File: src/rtl/lsu.sv
// Memory-access stage: forwards ALU results and runs one req/ack memory transaction per load/store.
// Latency: 1 cycle for non-memory ops, at least 2 cycles from accept for loads/stores; in_ready is low while a request is outstanding.
module lsu #(
    parameter int XLEN = 64
) (
    input  logic            clk,
    input  logic            rst,
    input  logic            in_valid,
    output logic            in_ready,
    input  logic [14:0]     op_ir,
    input  logic [XLEN-1:0] alu_out,
    input  logic [XLEN-1:0] rs2,
    output logic            dmem_req,
    output logic            dmem_we,
    output logic [XLEN-1:0] dmem_addr,
    output logic [7:0]      dmem_be,
    output logic [XLEN-1:0] dmem_wdata,
    input  logic            dmem_ack,
    input  logic [XLEN-1:0] dmem_rdata,
    output logic            out_valid,
    output logic [XLEN-1:0] out_data,
    output logic            out_rd_we,
    output logic [1:0]      out_exc
);
    typedef enum logic [1:0] {IDLE, REQ, RESP} state_t;

    localparam logic [6:0] OP_LOAD  = 7'b0000011;
    localparam logic [6:0] OP_STORE = 7'b0100011;
    localparam logic [6:0] OP_AMO   = 7'b0101111;

    state_t            state_q, state_d;
    logic              dmem_req_q, dmem_req_d;
    logic              dmem_we_q, dmem_we_d;
    logic [XLEN-1:0]   dmem_addr_q, dmem_addr_d;
    logic [7:0]        dmem_be_q, dmem_be_d;
    logic [XLEN-1:0]   dmem_wdata_q, dmem_wdata_d;
    logic              out_valid_q, out_valid_d;
    logic [XLEN-1:0]   out_data_q, out_data_d;
    logic              out_rd_we_q, out_rd_we_d;
    logic [1:0]        out_exc_q, out_exc_d;
    logic [2:0]        off_q, off_d;
    logic [1:0]        size_q, size_d;
    logic              uns_q, uns_d;
    logic              ld_q, ld_d;

    logic              accept;
    logic [2:0]        funct3;
    logic [2:0]        off;
    logic [1:0]        sz;
    logic              misal;
    logic [7:0]        be_mask;
    logic [XLEN-1:0]   shifted;
    logic [XLEN-1:0]   ld_val;
    logic              unused_funct;

    assign unused_funct = ^op_ir[14:10];
    assign in_ready     = (state_q != REQ);
    assign accept       = in_valid && in_ready;
    assign funct3       = op_ir[9:7];
    assign off          = alu_out[2:0];
    assign sz           = funct3[1:0];

    always_comb begin
        misal   = 1'b0;
        be_mask = 8'h01;
        case (sz)
            2'd0: begin misal = 1'b0;        be_mask = 8'h01; end
            2'd1: begin misal = off[0];      be_mask = 8'h03; end
            2'd2: begin misal = |off[1:0];   be_mask = 8'h0F; end
            default: begin misal = |off;     be_mask = 8'hFF; end
        endcase
    end

    // Load data is extracted from the lanes remembered at accept time.
    always_comb begin
        shifted = dmem_rdata >> {off_q, 3'b000};
        ld_val  = shifted;
        case (size_q)
            2'd0: ld_val = uns_q ? {56'd0, shifted[7:0]}  : {{56{shifted[7]}},  shifted[7:0]};
            2'd1: ld_val = uns_q ? {48'd0, shifted[15:0]} : {{48{shifted[15]}}, shifted[15:0]};
            2'd2: ld_val = uns_q ? {32'd0, shifted[31:0]} : {{32{shifted[31]}}, shifted[31:0]};
            default: ld_val = shifted;
        endcase
    end

    always_comb begin
        state_d      = state_q;
        dmem_req_d   = dmem_req_q;
        dmem_we_d    = dmem_we_q;
        dmem_addr_d  = dmem_addr_q;
        dmem_be_d    = dmem_be_q;
        dmem_wdata_d = dmem_wdata_q;
        out_valid_d  = 1'b0;
        out_data_d   = out_data_q;
        out_rd_we_d  = 1'b0;
        out_exc_d    = 2'd0;
        off_d        = off_q;
        size_d       = size_q;
        uns_d        = uns_q;
        ld_d         = ld_q;

        if (state_q == REQ) begin
            if (dmem_ack) begin
                dmem_req_d  = 1'b0;
                state_d     = RESP;
                out_valid_d = 1'b1;
                out_rd_we_d = ld_q;
                out_data_d  = ld_q ? ld_val : '0;
            end
        end else if (state_q == RESP) begin
            state_d = IDLE;
        end

        if (accept) begin
            state_d     = RESP;
            out_valid_d = 1'b1;
            out_data_d  = '0;
            if (op_ir[6:0] == OP_LOAD || op_ir[6:0] == OP_STORE) begin
                if ((op_ir[6:0] == OP_LOAD && funct3 == 3'd7) ||
                    (op_ir[6:0] == OP_STORE && funct3[2])) begin
                    out_exc_d = 2'd2;
                end else if (misal) begin
                    out_exc_d = 2'd1;
                end else begin
                    state_d      = REQ;
                    out_valid_d  = 1'b0;
                    dmem_req_d   = 1'b1;
                    dmem_we_d    = (op_ir[6:0] == OP_STORE);
                    dmem_addr_d  = {alu_out[XLEN-1:3], 3'b000};
                    dmem_be_d    = be_mask << off;
                    dmem_wdata_d = rs2 << {off, 3'b000};
                    off_d        = off;
                    size_d       = sz;
                    uns_d        = funct3[2];
                    ld_d         = (op_ir[6:0] == OP_LOAD);
                end
            end else if (op_ir[6:0] == OP_AMO) begin
                out_exc_d = 2'd2;
            end else begin
                out_data_d  = alu_out;
                out_rd_we_d = 1'b1;
            end
        end
    end

    always_ff @(posedge clk) begin
        if (rst) begin
            state_q      <= IDLE;
            dmem_req_q   <= 1'b0;
            dmem_we_q    <= 1'b0;
            dmem_addr_q  <= '0;
            dmem_be_q    <= 8'd0;
            dmem_wdata_q <= '0;
            out_valid_q  <= 1'b0;
            out_data_q   <= '0;
            out_rd_we_q  <= 1'b0;
            out_exc_q    <= 2'd0;
            off_q        <= 3'd0;
            size_q       <= 2'd0;
            uns_q        <= 1'b0;
            ld_q         <= 1'b0;
        end else begin
            state_q      <= state_d;
            dmem_req_q   <= dmem_req_d;
            dmem_we_q    <= dmem_we_d;
            dmem_addr_q  <= dmem_addr_d;
            dmem_be_q    <= dmem_be_d;
            dmem_wdata_q <= dmem_wdata_d;
            out_valid_q  <= out_valid_d;
            out_data_q   <= out_data_d;
            out_rd_we_q  <= out_rd_we_d;
            out_exc_q    <= out_exc_d;
            off_q        <= off_d;
            size_q       <= size_d;
            uns_q        <= uns_d;
            ld_q         <= ld_d;
        end
    end

    assign dmem_req   = dmem_req_q;
    assign dmem_we    = dmem_we_q;
    assign dmem_addr  = dmem_addr_q;
    assign dmem_be    = dmem_be_q;
    assign dmem_wdata = dmem_wdata_q;
    assign out_valid  = out_valid_q;
    assign out_data   = out_data_q;
    assign out_rd_we  = out_rd_we_q;
    assign out_exc    = out_exc_q;
endmodule

File: config.mk
export PLATFORM = sky130hd
export DESIGN_NAME = lsu
export DESIGN_NICKNAME = d
export VERILOG_FILES = /design/src/rtl/lsu.sv
export SDC_FILE = /design/constraint.sdc
export NUM_CORES = 1
export LEC_CHECK = 0
export CAP_MARGIN = 20
export CORE_AREA = 10 10 177 179
export DETAILED_ROUTE_END_ITERATION = 16
export DIE_AREA = 0 0 187 189
export GPL_TIMING_DRIVEN = 1
export PLACE_DENSITY = 0.77
export SLEW_MARGIN = 20
export SYNTH_ARGS = -nofsm -noshare
export SYNTH_HDL_FRONTEND = slang
export SYNTH_SLANG_ARGS = --single-unit
export TNS_END_PERCENT = 5
File: constraint.sdc
create_clock -name clk -period 2 [get_ports clk]
set_input_delay 0.5 -clock clk [delete_from_list [all_inputs] [get_ports clk]]
set_output_delay 0.5 -clock clk [all_outputs]
set_load 0.02 [all_outputs]
# Word level (Yosys, flattened, before mapping)
# Cells that the tools add are included.
totals:
  input_bits: 211
  output_inout_bits: 207
  word_cells: 88
  regBits: 212
op_classes:
  shift: 3
  n_mux: 40
  reduce_logical: 16
  n_eq_ne: 12
  bitwise: 3
op_table:
  columns: ["operator", "count"]
  rows:
  - ["$mux W64", 9]
  - ["$pmux W64 S3", 1]
  - ["$shl A64 B6 Y64", 1]
  - ["$shr A64 B6 Y64", 1]
  - ["$pmux W8 S3", 1]
  - ["$mux W2", 10]
  - ["$mux W1", 18]
  - ["$eq A7 B6 Y1 const B", 2]
  - ["$shl A8 B3 Y8", 1]
  - ["$eq A7 B2 Y1 const B", 1]
  - ["$eq A2 B1 Y1 const B", 3]
  - ["$eq A2 B2 Y1 const B", 3]
  - ["$logic_not A2 Y1", 2]
  - ["$reduce_and A2 Y1", 2]
  - ["$reduce_and A4 Y1", 1]
  - ["$reduce_bool A2 Y1", 2]
  - ["$reduce_or A2 Y1", 2]
  - ["$eq A3 B3 Y1 const B", 1]
  - ["$logic_and A1 B1 Y1", 3]
  - ["$ne A3 B3 Y1 const B", 1]
  - ["$not A1 Y1", 3]
  - ["$pmux W1 S3", 1]
  - ["$reduce_bool A3 Y1", 1]
  - ["$reduce_or A3 Y1", 1]
  - ["2 further kinds", 3]

# Longest topological paths before layout
logic_depth:
  word_depth: 7
  mapped_depth: 9
  depth_no_buf: 6

# Worst setup path after synthesis
# OpenSTA, ideal clock, no wires.
synth_timing:
  path_type: "input to register"
  start: "in op_ir[7]"
  end: "reg dmem_be_q[5] (netlist: dmem_be[5])"
  setup_slack_ns: -0.013
  path_stages: 7
  n_path_buf: 2
  setup_ns: 0.079
  arrival_ns: 1.934
  path_cell_list: "buf_2 > a21o_1 > a211oi_2 > nand2_1 > or4_4 > buf_6 > o211ai_1"
synth_between:
  elab_chain_len: 5
  word_cells_on_any_way: 12
synth_lines:
  columns: ["item", "line_no", "rtl"]
  rows:
  - ["start, declared", "10", "input logic [14:0] op_ir,"]
  - ["parallel branches: the longest is 5 deep, another holds $pmux W8 S3", null, null]
  - ["end signal, assigned", "167", "dmem_be_q <= dmem_be_d;"]
  - ["end, declared", "35", "logic [7:0] dmem_be_q, dmem_be_d;"]
# Parallel ways; which one is timed is not known.
# A chain may end at the register's enable or synchronous reset.

# Worst setup path after layout
layout_timing:
  start: "reg off_q[1]"
  end: "reg out_data_q[59] (netlist: out_data[59])"
layout_between:
  elab_chain_len: 7
  word_cells_on_any_way: 9
layout_lines:
  columns: ["item", "line_no", "rtl"]
  rows:
  - ["start, declared", "41", "logic [2:0] off_q, off_d;"]
  - ["start signal, assigned", "158", "off_q <= 3'd0;"]
  - ["start signal, assigned", "173", "off_q <= off_d;"]
  - ["$shr A64 B6 Y64 *", "76", "shifted = dmem_rdata >> {off_q, 3'b000};"]
  - ["$mux W64 (on tied branches)", "81, 79, 80", null]
  - ["$pmux W64 S3 *", "78", "case (size_q)"]
  - ["$mux W64 *", "108", "out_data_d = ld_q ? ld_val : '0;"]
  - ["$mux W64 *", "103", "if (dmem_ack) begin"]
  - ["$mux W64 *", "102", "if (state_q == REQ) begin"]
  - ["$mux W64 *", "114", "if (accept) begin"]
  - ["end signal, assigned", "170", "out_data_q <= out_data_d;"]
  - ["end, declared", "38", "logic [XLEN-1:0] out_data_q, out_data_d;"]
# Every way passes the cells marked *; elsewhere a longest branch is shown, timed or not. The select of a mux whose other input is x is not followed.

==> summary.md <==
| Metric | Value |
|---|---|
| Status | complete, but fails checks |
| Failing checks | negative setup slack |
| Global Route Usage Sum | 0.271 |
| Total die area | 35300 um2 |
| Period utilisation layout | 1.04 |
| Setup violations, final | 16 |
| Initial antenna violation count | 12 |
| Worst path cell trace | buf_6 -> a21o_1 -> a221o_1 -> a41o_1 -> o31ai_4 -> buf_6 -> clkbuf_16 -> o21ai_2 |
| Vias | approximately 13000 |
| WL final | 53.3 mm |
| Clock Sinks | ~210 |
| Avg Vias per Cell | between 5 and 6 |
| Internal power | 7.97 mW |
| Post-synth EDFFs | 0 |
| CP dominant cell by count | buf_6 |
| RSZ-0062 raised after global routing | yes |
| Final ANT Viol Nets | 0 |
| Largest net degree at the start of global routing | 62 |
| Max cap viols | 0 |
| Synth top cells by count | nand2_1, dfxtp_1, a21oi_1 |
| Max clock buf depth | 3 |
| GRT overflow | 0 |
| Worst relative slew slack | 0.478 |
| Drt pass-1 iters | 6 |
| Total CTS buffers | 25 |
| Sequential power share | 0.405 |
| Worst-Skew Late Latency | 0.53 ns |
| Die W | 187 um |
| Final HPWL DP | 40.5 mm |
| Fin. Hold Viols | 0 |
| Number of cells after detailed placement | about 2200 |
| TritonCTS clock tree | built |
| CTS H-tree lvls | 1 |
| Total negative slack | -1.19 ns |
| Leakage | slightly above 8 nW |
| Non-filler cells, final | 2289 |
| CP startpoint kind | register |
| CTS Root Cell | clkbuf_16 |
| Pre-CTS WS | -0.623 ns |
| Highest-delay cell along the critical path | dfxtp_4 |
| Initial drt markers | ~1300 |
| Count leader, synth | nand2_1 |
| Area leader, netlist | dfxtp_1 |
| Placer Congestion | 0.972 |
| Arrival @ worst endpoint | 2.49 ns |
| Post-synth top flop | dfxtp_1 |
| Yosys warns | 0 |
| Max-slew violations | 0 |
| Sequential element share of the synthesized area | 0.378 |
| Number of global-route vias before repair | 12607 |
| # fillers | around 2400 |
| P per Cell Area | slightly below 600 nW/um2 |
| DRC viols | 0 |
| Avg WL per Cell | 23.3 um |
| Crit path largest cell delay | between 0.3 and 0.4 ns |
| Ports | around 420 |
| Area Overhead vs Synth | 62.8% |
| Comb power frac | 0.173 |
| Synth top area share | 0.378 |
| Layout net count | 2097 |
| Clk_skew | approximately 0.016 ns |
| Worst EP required | 2.40 ns |
| Port buffer count | 409 |
| Die H | 189 um |
| PnR worst setup slack | -0.0852 ns |
| Clk pin slew, worst setup/hold paths | 0.06 ns |
| Synth Instances | ~1400 |
| Syn_area_per_cell | 8.31 um2 |
| Worst-Margin Slew | 0.780 ns |
| Library cells used by synthesis | 62 |
| Crit path max fanout | 8 |
| Synth area leaders | dfxtp_1, nand2_1, mux2i_1 |
| Sw Ratio | 0.258 |
| Total core area | about 28000 um2 |
| Max Fclk | 0.480 GHz |
| Fraction of layout cells with a size suffix above 1 | 0.214 |
| Initial Util | 0.407 |
| Peak supply drop | 0.601 mV |
| Clock power share | 0.422 |
| Ys async rst share | 0 |
| Switching power | roughly 2.8 mW |
| Post-Syn Area | 11200 um2 |
| Synthesis-stage register bit count | 212 |
| FP Rows | 61 |
| Min-delay worst type | in2reg |
| Tmin final | about 2.1 ns |
| Crit end category | register |
| First-pass GRT wire length | 76.5 mm |
| Setup CP Type | reg2reg |
placed cells by master (no fill, tap or decap), types with 13 or more instances in the layout:
master | synthesis | final
a211oi_1 | 18 | 17
a21oi_1 | 153 | 146
a22oi_1 | 56 | 55
buf_12 | 0 | 13
buf_4 | 10 | 192
clkbuf_16 | 0 | 31
clkdlybuf4s50_1 | 0 | 243
dfxtp_1 | 212 | 209
dlygate4sd2_1 | 0 | 94
dlymetal6s2s_1 | 0 | 67
mux2_2 | 42 | 41
mux2i_1 | 83 | 78
mux4_2 | 18 | 18
nand2_1 | 254 | 253
nand3_1 | 58 | 57
nor2_1 | 85 | 84
o211ai_1 | 16 | 16
o21ai_0 | 42 | 39
o21ai_2 | 31 | 32
layout make-up:
type / instances / area [um2] / share of cell area
inverters: 9 / 33.8 / 0.00185
well taps: 378 / 473 / 0.0259
repair buffers: 630 / 6130 / 0.335
flip-flops and latches: 212 / 4250 / 0.233
clock inverters: 7 / 90.1 / 0.00493
diodes: 11 / 27.5 / 0.00151
multi-input cells: 1008 / 6570 / 0.359
clock buffers: 34 / 709 / 0.0388
path summary, 6_finish.rpt:
check,start,endpoint,depth (start not counted),slack (ns)
max,off_q[1],out_data[59],8,-0.09
min,rst,out_data[2],2,0.21
max reg2reg,off_q[1],out_data[59],8,-0.09
min reg2reg,dmem_wdata[23],dmem_wdata[23],2,0.45
flip-flops by register name (all words and copies together), names as in the netlist:
signal,cells
ld_q,1
out_exc,2
dmem_we,1
dmem_be,8
out_valid,1
off_q,3
dmem_addr,61
uns_q,1
out_data,64
dmem_req,1
dmem_wdata,64
size_q,2
out_rd_we,1
state_q,2
through the flow:
stage          area [um2]  total power [mW]   util  hold WS, ns
4_1_cts             17600              10.8  0.639        0.202
5_1_grt             18300              11.1  0.662        0.212
3_3_place_gp        16900              6.26  0.612        0.438
2_1_floorplan       11200              5.18      -        0.441
3_5_place_dp        16900              6.28  0.612        0.446
6_report            18300              10.8  0.662        0.211
cell families (layout without fill, tap and decap cells):
kind of cell,count (synthesis),in the layout,synth area share
simple gates,469,469,0.182
mux,144,144,0.153
compound gates,392,392,0.230
flops,212,212,0.378
other cells,1,14,0.000334
buf+inv,134,680,0.0567
metal layers:
| metal | global-route usage | wire length, um | share of wire | vias up |
|---|---|---|---|---|
| li1 | - | - | - | 5945 |
| met1 | 0.344 | 21600 | 0.41 | 6232 |
| met2 | 0.439 | 25200 | 0.47 | 625 |
| met3 | 0.0639 | 4870 | 0.091 | 100 |
| met4 | 0.0999 | 1680 | 0.032 | 0 |
| met5 | 0 | 0 | 0 | - |
worst max-delay path, delay by kind of cell (launching register included):
family	cells	cell delay [ns]
AOI/OAI and AO/OA	5	1.13
buffers and inverters	3	0.47
DFF	1	0.37
power groups by stage:
stage	Sequential, mW	Clock (mW)	Combinational, mW
final	4.35	4.53	1.86
after CTS	4.35	4.59	1.82
after detailed placement	4.45	0	1.84
after global placement	4.45	0	1.82
after floorplan	4.54	0	0.644
after global routing	4.36	4.75	1.96
timing repair:
| action | 4_1_cts | 5_1_grt |
|---|---|---|
| hold buffers | 0 | 0 |
| cloned | 0 | 7 |
| setup buffers | 0 | 13 |
| pin swaps | 0 | 20 |
| endpoints found under the setup margin | 154 | 241 |
| resized for setup | 110 | 110 |
Power figures use the tool's default switching activity.
